[config.mk]
export PLATFORM = sky130hd
export DESIGN_NAME = ql_fifo_sync
export DESIGN_NICKNAME = d
export VERILOG_FILES = /design/src/rtl/ql_fifo_pkg.sv /design/src/rtl/ql_fifo_ctrl.sv /design/src/rtl/ql_fifo_sync.sv
export SDC_FILE = /design/constraint.sdc
export NUM_CORES = 1
export LEC_CHECK = 0
export BUFFER_PORTS_ARGS = -buffer_cell sky130_fd_sc_hd__buf_4
export CORE_UTILIZATION = 62
export CTS_CLUSTER_SIZE = 10
export DETAILED_ROUTE_END_ITERATION = 10
export PLACE_DENSITY = 0.87
export SYNTH_ARGS = -nofsm -noshare
export SYNTH_HDL_FRONTEND = slang
export SYNTH_SLANG_ARGS = --single-unit
export TNS_END_PERCENT = 20
[constraint.sdc]
create_clock -name clk -period 4.9 [get_ports clk]
set_clock_uncertainty 0.05 [all_clocks]
set_input_delay 0 -clock clk [delete_from_list [all_inputs] [get_ports clk]]
set_output_delay 0 -clock clk [all_outputs]
set_load 0.05 [all_outputs]
[src/rtl/ql_fifo_pkg.sv]
// Shared definitions for the soft-logic synchronous FIFO: flag bit positions
// and the occupancy-to-flag mapping used by the controller.
package ql_fifo_pkg;

    localparam int FF_EMPTY  = 0;
    localparam int FF_AEMPTY = 1;
    localparam int FF_AFULL  = 2;
    localparam int FF_FULL   = 3;

    // Flags after reset or flush: empty and almost-empty, independent of thresholds.
    localparam logic [3:0] FF_RESET = 4'b0011;

    // Nine bits covers every occupancy and threshold up to DEPTH=256.
    function automatic logic [3:0] calc_flags(
        input logic [8:0] cnt,
        input logic [8:0] ae_th,
        input logic [8:0] af_th,
        input logic [8:0] depth
    );
        logic [3:0] f;
        f            = 4'b0000;
        f[FF_EMPTY]  = (cnt == 9'd0);
        f[FF_AEMPTY] = (cnt <= ae_th);
        f[FF_AFULL]  = (cnt >= af_th);
        f[FF_FULL]   = (cnt == depth);
        return f;
    endfunction

endpackage

[src/rtl/ql_fifo_ctrl.sv]
// Pointer, occupancy, flag and sticky-error bookkeeping for ql_fifo_sync.
// Acceptance strobes go to the top level, which owns storage and rdata.
module ql_fifo_ctrl
    import ql_fifo_pkg::*;
#(
    parameter int DEPTH = 16,
    parameter int AW    = $clog2(DEPTH)
) (
    input  logic          clk,
    input  logic          rst,
    input  logic          wen,
    input  logic          ren,
    input  logic          fflush,
    input  logic [AW:0]   upae,
    input  logic [AW:0]   upaf,
    output logic [AW-1:0] wr_ptr,
    output logic [AW-1:0] rd_ptr,
    output logic          wr_acc,
    output logic          rd_acc,
    output logic [AW:0]   count,
    output logic [3:0]    fflags,
    output logic          ovf,
    output logic          udf,
    output logic          rvalid
);

    logic [AW-1:0] r_wr_ptr;
    logic [AW-1:0] r_rd_ptr;
    logic [AW:0]   r_count;
    logic [3:0]    r_flags;
    logic          r_ovf;
    logic          r_udf;
    logic          r_rvalid;

    logic          w_full;
    logic          w_empty;
    logic          w_rd_acc;
    logic          w_wr_acc;
    logic [AW:0]   w_cnt_nxt;
    logic [3:0]    w_flags_nxt;

    assign w_full   = r_flags[FF_FULL];
    assign w_empty  = r_flags[FF_EMPTY];
    assign w_rd_acc = ren && !w_empty && !fflush;
    // Writing into a full FIFO is legal only when a read frees a slot this cycle.
    assign w_wr_acc = wen && (!w_full || w_rd_acc) && !fflush;

    // Next occupancy from the accepted access pair.
    always_comb begin
        w_cnt_nxt = r_count;
        if (w_wr_acc && !w_rd_acc) begin
            w_cnt_nxt = r_count + (AW+1)'(1);
        end else if (w_rd_acc && !w_wr_acc) begin
            w_cnt_nxt = r_count - (AW+1)'(1);
        end else begin
            w_cnt_nxt = r_count;
        end
    end

    assign w_flags_nxt = calc_flags(9'(w_cnt_nxt), 9'(upae), 9'(upaf), 9'(DEPTH));

    // Control state: async reset, flush as synchronous return to the reset state.
    always_ff @(posedge clk or posedge rst) begin
        if (rst) begin
            r_wr_ptr <= '0;
            r_rd_ptr <= '0;
            r_count  <= '0;
            r_flags  <= FF_RESET;
            r_ovf    <= 1'b0;
            r_udf    <= 1'b0;
            r_rvalid <= 1'b0;
        end else if (fflush) begin
            r_wr_ptr <= '0;
            r_rd_ptr <= '0;
            r_count  <= '0;
            r_flags  <= FF_RESET;
            r_ovf    <= 1'b0;
            r_udf    <= 1'b0;
            r_rvalid <= 1'b0;
        end else begin
            if (w_wr_acc) begin
                r_wr_ptr <= r_wr_ptr + AW'(1);
            end
            if (w_rd_acc) begin
                r_rd_ptr <= r_rd_ptr + AW'(1);
            end
            r_count  <= w_cnt_nxt;
            r_flags  <= w_flags_nxt;
            r_ovf    <= r_ovf | (wen && w_full && !w_rd_acc);
            r_udf    <= r_udf | (ren && w_empty);
            r_rvalid <= w_rd_acc;
        end
    end

    assign wr_ptr = r_wr_ptr;
    assign rd_ptr = r_rd_ptr;
    assign wr_acc = w_wr_acc;
    assign rd_acc = w_rd_acc;
    assign count  = r_count;
    assign fflags = r_flags;
    assign ovf    = r_ovf;
    assign udf    = r_udf;
    assign rvalid = r_rvalid;

endmodule

[src/rtl/ql_fifo_sync.sv]
// Register-based single-clock FIFO with the hard-RAM four-flag interface.
// Holds the storage array and the registered read-data path.
module ql_fifo_sync
    import ql_fifo_pkg::*;
#(
    parameter int WIDTH = 8,
    parameter int DEPTH = 16,
    parameter int AW    = $clog2(DEPTH)
) (
    input  logic             clk,
    input  logic             rst,
    input  logic             wen,
    input  logic [WIDTH-1:0] wdata,
    input  logic             ren,
    output logic [WIDTH-1:0] rdata,
    output logic             rvalid,
    input  logic             fflush,
    input  logic [AW:0]      upae,
    input  logic [AW:0]      upaf,
    output logic [AW:0]      count,
    output logic [3:0]       fflags,
    output logic             ovf,
    output logic             udf
);

    logic [WIDTH-1:0] r_mem [DEPTH];
    logic [WIDTH-1:0] r_rdata;
    logic [AW-1:0]    w_wr_ptr;
    logic [AW-1:0]    w_rd_ptr;
    logic             w_wr_acc;
    logic             w_rd_acc;

    ql_fifo_ctrl #(
        .DEPTH (DEPTH),
        .AW    (AW)
    ) u_ctrl (
        .clk    (clk),
        .rst    (rst),
        .wen    (wen),
        .ren    (ren),
        .fflush (fflush),
        .upae   (upae),
        .upaf   (upaf),
        .wr_ptr (w_wr_ptr),
        .rd_ptr (w_rd_ptr),
        .wr_acc (w_wr_acc),
        .rd_acc (w_rd_acc),
        .count  (count),
        .fflags (fflags),
        .ovf    (ovf),
        .udf    (udf),
        .rvalid (rvalid)
    );

    // Storage is deliberately not reset so it maps onto plain flops without reset.
    always_ff @(posedge clk) begin
        if (w_wr_acc) begin
            r_mem[w_wr_ptr] <= wdata;
        end
    end

    // Read register; at full with a same-cycle write it still sees the old entry.
    always_ff @(posedge clk or posedge rst) begin
        if (rst) begin
            r_rdata <= '0;
        end else if (w_rd_acc) begin
            r_rdata <= r_mem[w_rd_ptr];
        end
    end

    assign rdata = r_rdata;

endmodule
==> results.ini <==
[worst_setup_path]
reg2regPathDepth=11
worstPathRequired_ns=5.30
cp-end-kind=flop
cp_data_arrival_time_ns=4.10
crit_slowest_cell=dfstp_2
critical_path.cell_chain=or3b_1, nor3b_4, a21bo_2, xnor2_1, inv_1, ha_1, o21a_1, o21ai_1, a21oi_1, o41ai_2, dlygate4sd3_1
worst-path-max-fanout=15
critPathKind=reg -> reg
slowest_delay_ns=0.59
startpoint_type=flop

[logic_synthesis]
muxShareOfSynthArea=0.126
synth_seq_area_share=0.693
synth_fa_ha_area_frac=0.0248
synth_seq_cells=156
syn_inst=382
synth_cell_types=50
netlist_area_sq_um=6560
synth_ff_type=edfxtp_1
yosys.area_share.simple=0.0765
synthXorXnorAreaFrac=0.0168
synth_top_family_by_area=multiplexers
synth_compound_area_frac=0.0418
synth_area_per_cell_sq_um=17.2
syn_nets=418
yosysWarnings=0
synth_edf_count=128
synth-async-reset-ratio=0.179

[final_layout]
syn_to_final_growth_pct=18.3
fin_cells=596
final_layout_size_suffix_gt1_frac=0.274
layout_common_cells=edfxtp_1, buf_4, mux4_2, nand2_1, nor2_1
fill_cells=556
diodes=0
layout.nets=483
seqCellArea_sq_um=4550
final_common_cell=edfxtp_1
final_cell_area_sq_um=7760
final_core_util=0.756
multi_input_area_sq_um=1870

[sta]
fin_crit_ns=3.69
slew_violations=0
setup_tns_ns=0
timing.hold.ws_ns=0.0488
post-route-period-util=0.754
slew_headroom=0.0843
setup_viol=0
fmax_mhz=271
setup_slack_ns=1.21
worstMarginPinSlew_ns=1.36
finalHoldViolCount=0
rsz0062_at_grt=no

[min_path]
min_delay_path_depth=4
hp-class=in -> reg

[global_routing]
grt_pass1_vias=3993
antenna_found_initial=0
grt_max_degree=29
grt_pass1_wl_mm=22.0
gr-total-overflow=0
grtUsageTotal=0.281

[placement]
numPortBuffers=42
place_area_sq_um=6980
dp_cells=547
hpwl_mm=8.58
globalplace.congestion=0.856
place_ws_ns=1.63

[die]
io_pins=43
coreArea_sq_um=10300
start_util=0.638
row_count=37
dieArea_sq_um=11000
die_y_um=105
die_x_um=105

[pwr]
powerDensity_nw_per_um2=438
finalPower_mw=3.40
p_leak_nw=2.79
ir_drop_mv=0.281

[clock_network]
cts_buffers=17
h-tree-depth=4
clk_path_buf_depth=2
cts_tree=yes
clock_latency_ns=0.51
cts-root-buf=clkbuf_8
clk_transition_reported_paths_ns=0.07
cts-resized-gates=0
clkSinkCount=156

[route]
wl_per_cell_um=24.1
vias_per_cell=6.37
drt_iter0_markers=345
wirelength_mm=14.4
drt-pass1-iter-count=7
antenna_left=0
drcViolationCount=0
via_count=3794

[run_status]
status=completed

[run]
maxCapViolations=0

==> layout make-up <==
cell class	count	area share
Clock buffer	17	0.0533
Clock inverter	15	0.0259
Inverter	13	0.00628
Multi-Input combinational cell	197	0.241
Sequential cell	156	0.586
Tap cell	136	0.0219
Timing Repair Buffer	62	0.0654
==> worst max-delay path: cells and delay by family, from the launching register on <==
kind,cells,cell delay (ns)
AOI/OAI and AO/OA,5,0.85
xor gates and xnor gates,1,0.37
adders and majority gates,1,0.36
buffers and inverters,2,0.71
DFF,1,0.59
and+or+nand+nor,2,0.70
==> kinds of logic after synthesis <==
kind of cell	Yosys count
AND/OR/NAND/NOR	99
flip-flops	156
buffers and inverters	29
adder cells (fa/ha/maj)	13
XOR/XNOR	11
AO/OA/AOI/OAI	34
multiplexers	40
==> where the power goes <==
part           switching [mW]  internal, mW
sequential             0.0503          1.49
combinational           0.310         0.191
clock                   0.561         0.799
==> worst paths after layout <==
check                                       from  slack (ns)               end
min in group asynchronous                    rst        0.08          rdata[6]
worst min-delay path                         wen        0.05   u_ctrl.count[2]
worst max-delay path            u_ctrl.fflags[0]        1.21  u_ctrl.fflags[1]
worst max register to register  u_ctrl.fflags[0]        1.21  u_ctrl.fflags[1]
max in group asynchronous                    rst        4.39  u_ctrl.fflags[1]
worst min register to register          rdata[7]        0.45          rdata[7]
==> synth_stat cells (2+ instances only) <==
| master | n | share of area |
|---|---|---|
| and3_1 | 3 | 0.0029 |
| nor4b_2 | 2 | 0.0046 |
| nand2_1 | 33 | 0.019 |
| dfrtp_1 | 26 | 0.099 |
| buf_6 | 2 | 0.0034 |
| clkbuf_1 | 8 | 0.0046 |
| nand2b_1 | 6 | 0.0057 |
| o21ai_0 | 7 | 0.0053 |
| xnor2_1 | 5 | 0.0067 |
| inv_1 | 13 | 0.0074 |
| buf_4 | 4 | 0.0046 |
| nor2_1 | 32 | 0.018 |
| edfxtp_1 | 128 | 0.59 |
| dfstp_2 | 2 | 0.0080 |
| mux4_2 | 34 | 0.12 |
| nand3_1 | 2 | 0.0015 |
| nand4_1 | 2 | 0.0019 |
| and2_1 | 2 | 0.0019 |
| o221ai_1 | 6 | 0.0080 |
| ha_1 | 13 | 0.025 |
| a21oi_1 | 6 | 0.0046 |
| a31oi_1 | 3 | 0.0029 |
| and4_1 | 2 | 0.0027 |
| xor2_1 | 5 | 0.0067 |
| mux2i_1 | 6 | 0.0092 |
| nor3_1 | 5 | 0.0038 |
| nor2b_1 | 2 | 0.0019 |
==> per-layer routing <==
layer / global-route usage / vias up / part of all wire
li1: - / 1610 / -
met1: 0.358 / 1932 / 0.37
met2: 0.474 / 219 / 0.52
met3: 0.0555 / 33 / 0.085
met4: 0.124 / 0 / 0.026
met5: 0 / - / 0
==> repair_timing <==
action / CTS / global route
hold endpoints to repair: 174 / 0
buffers inserted: 0 / 0
hold buffers: 17 / 0
==> state kept, by name, summed over array words and instances, names as in the netlist <==
register / flops
u_ctrl.fflags: 4
u_ctrl.rd_ptr: 4
r_mem: 128
u_ctrl.count: 5
u_ctrl.udf: 1
rdata: 8
u_ctrl.wr_ptr: 4
u_ctrl.ovf: 1
u_ctrl.rvalid: 1
Power figures use the tool's default switching activity.
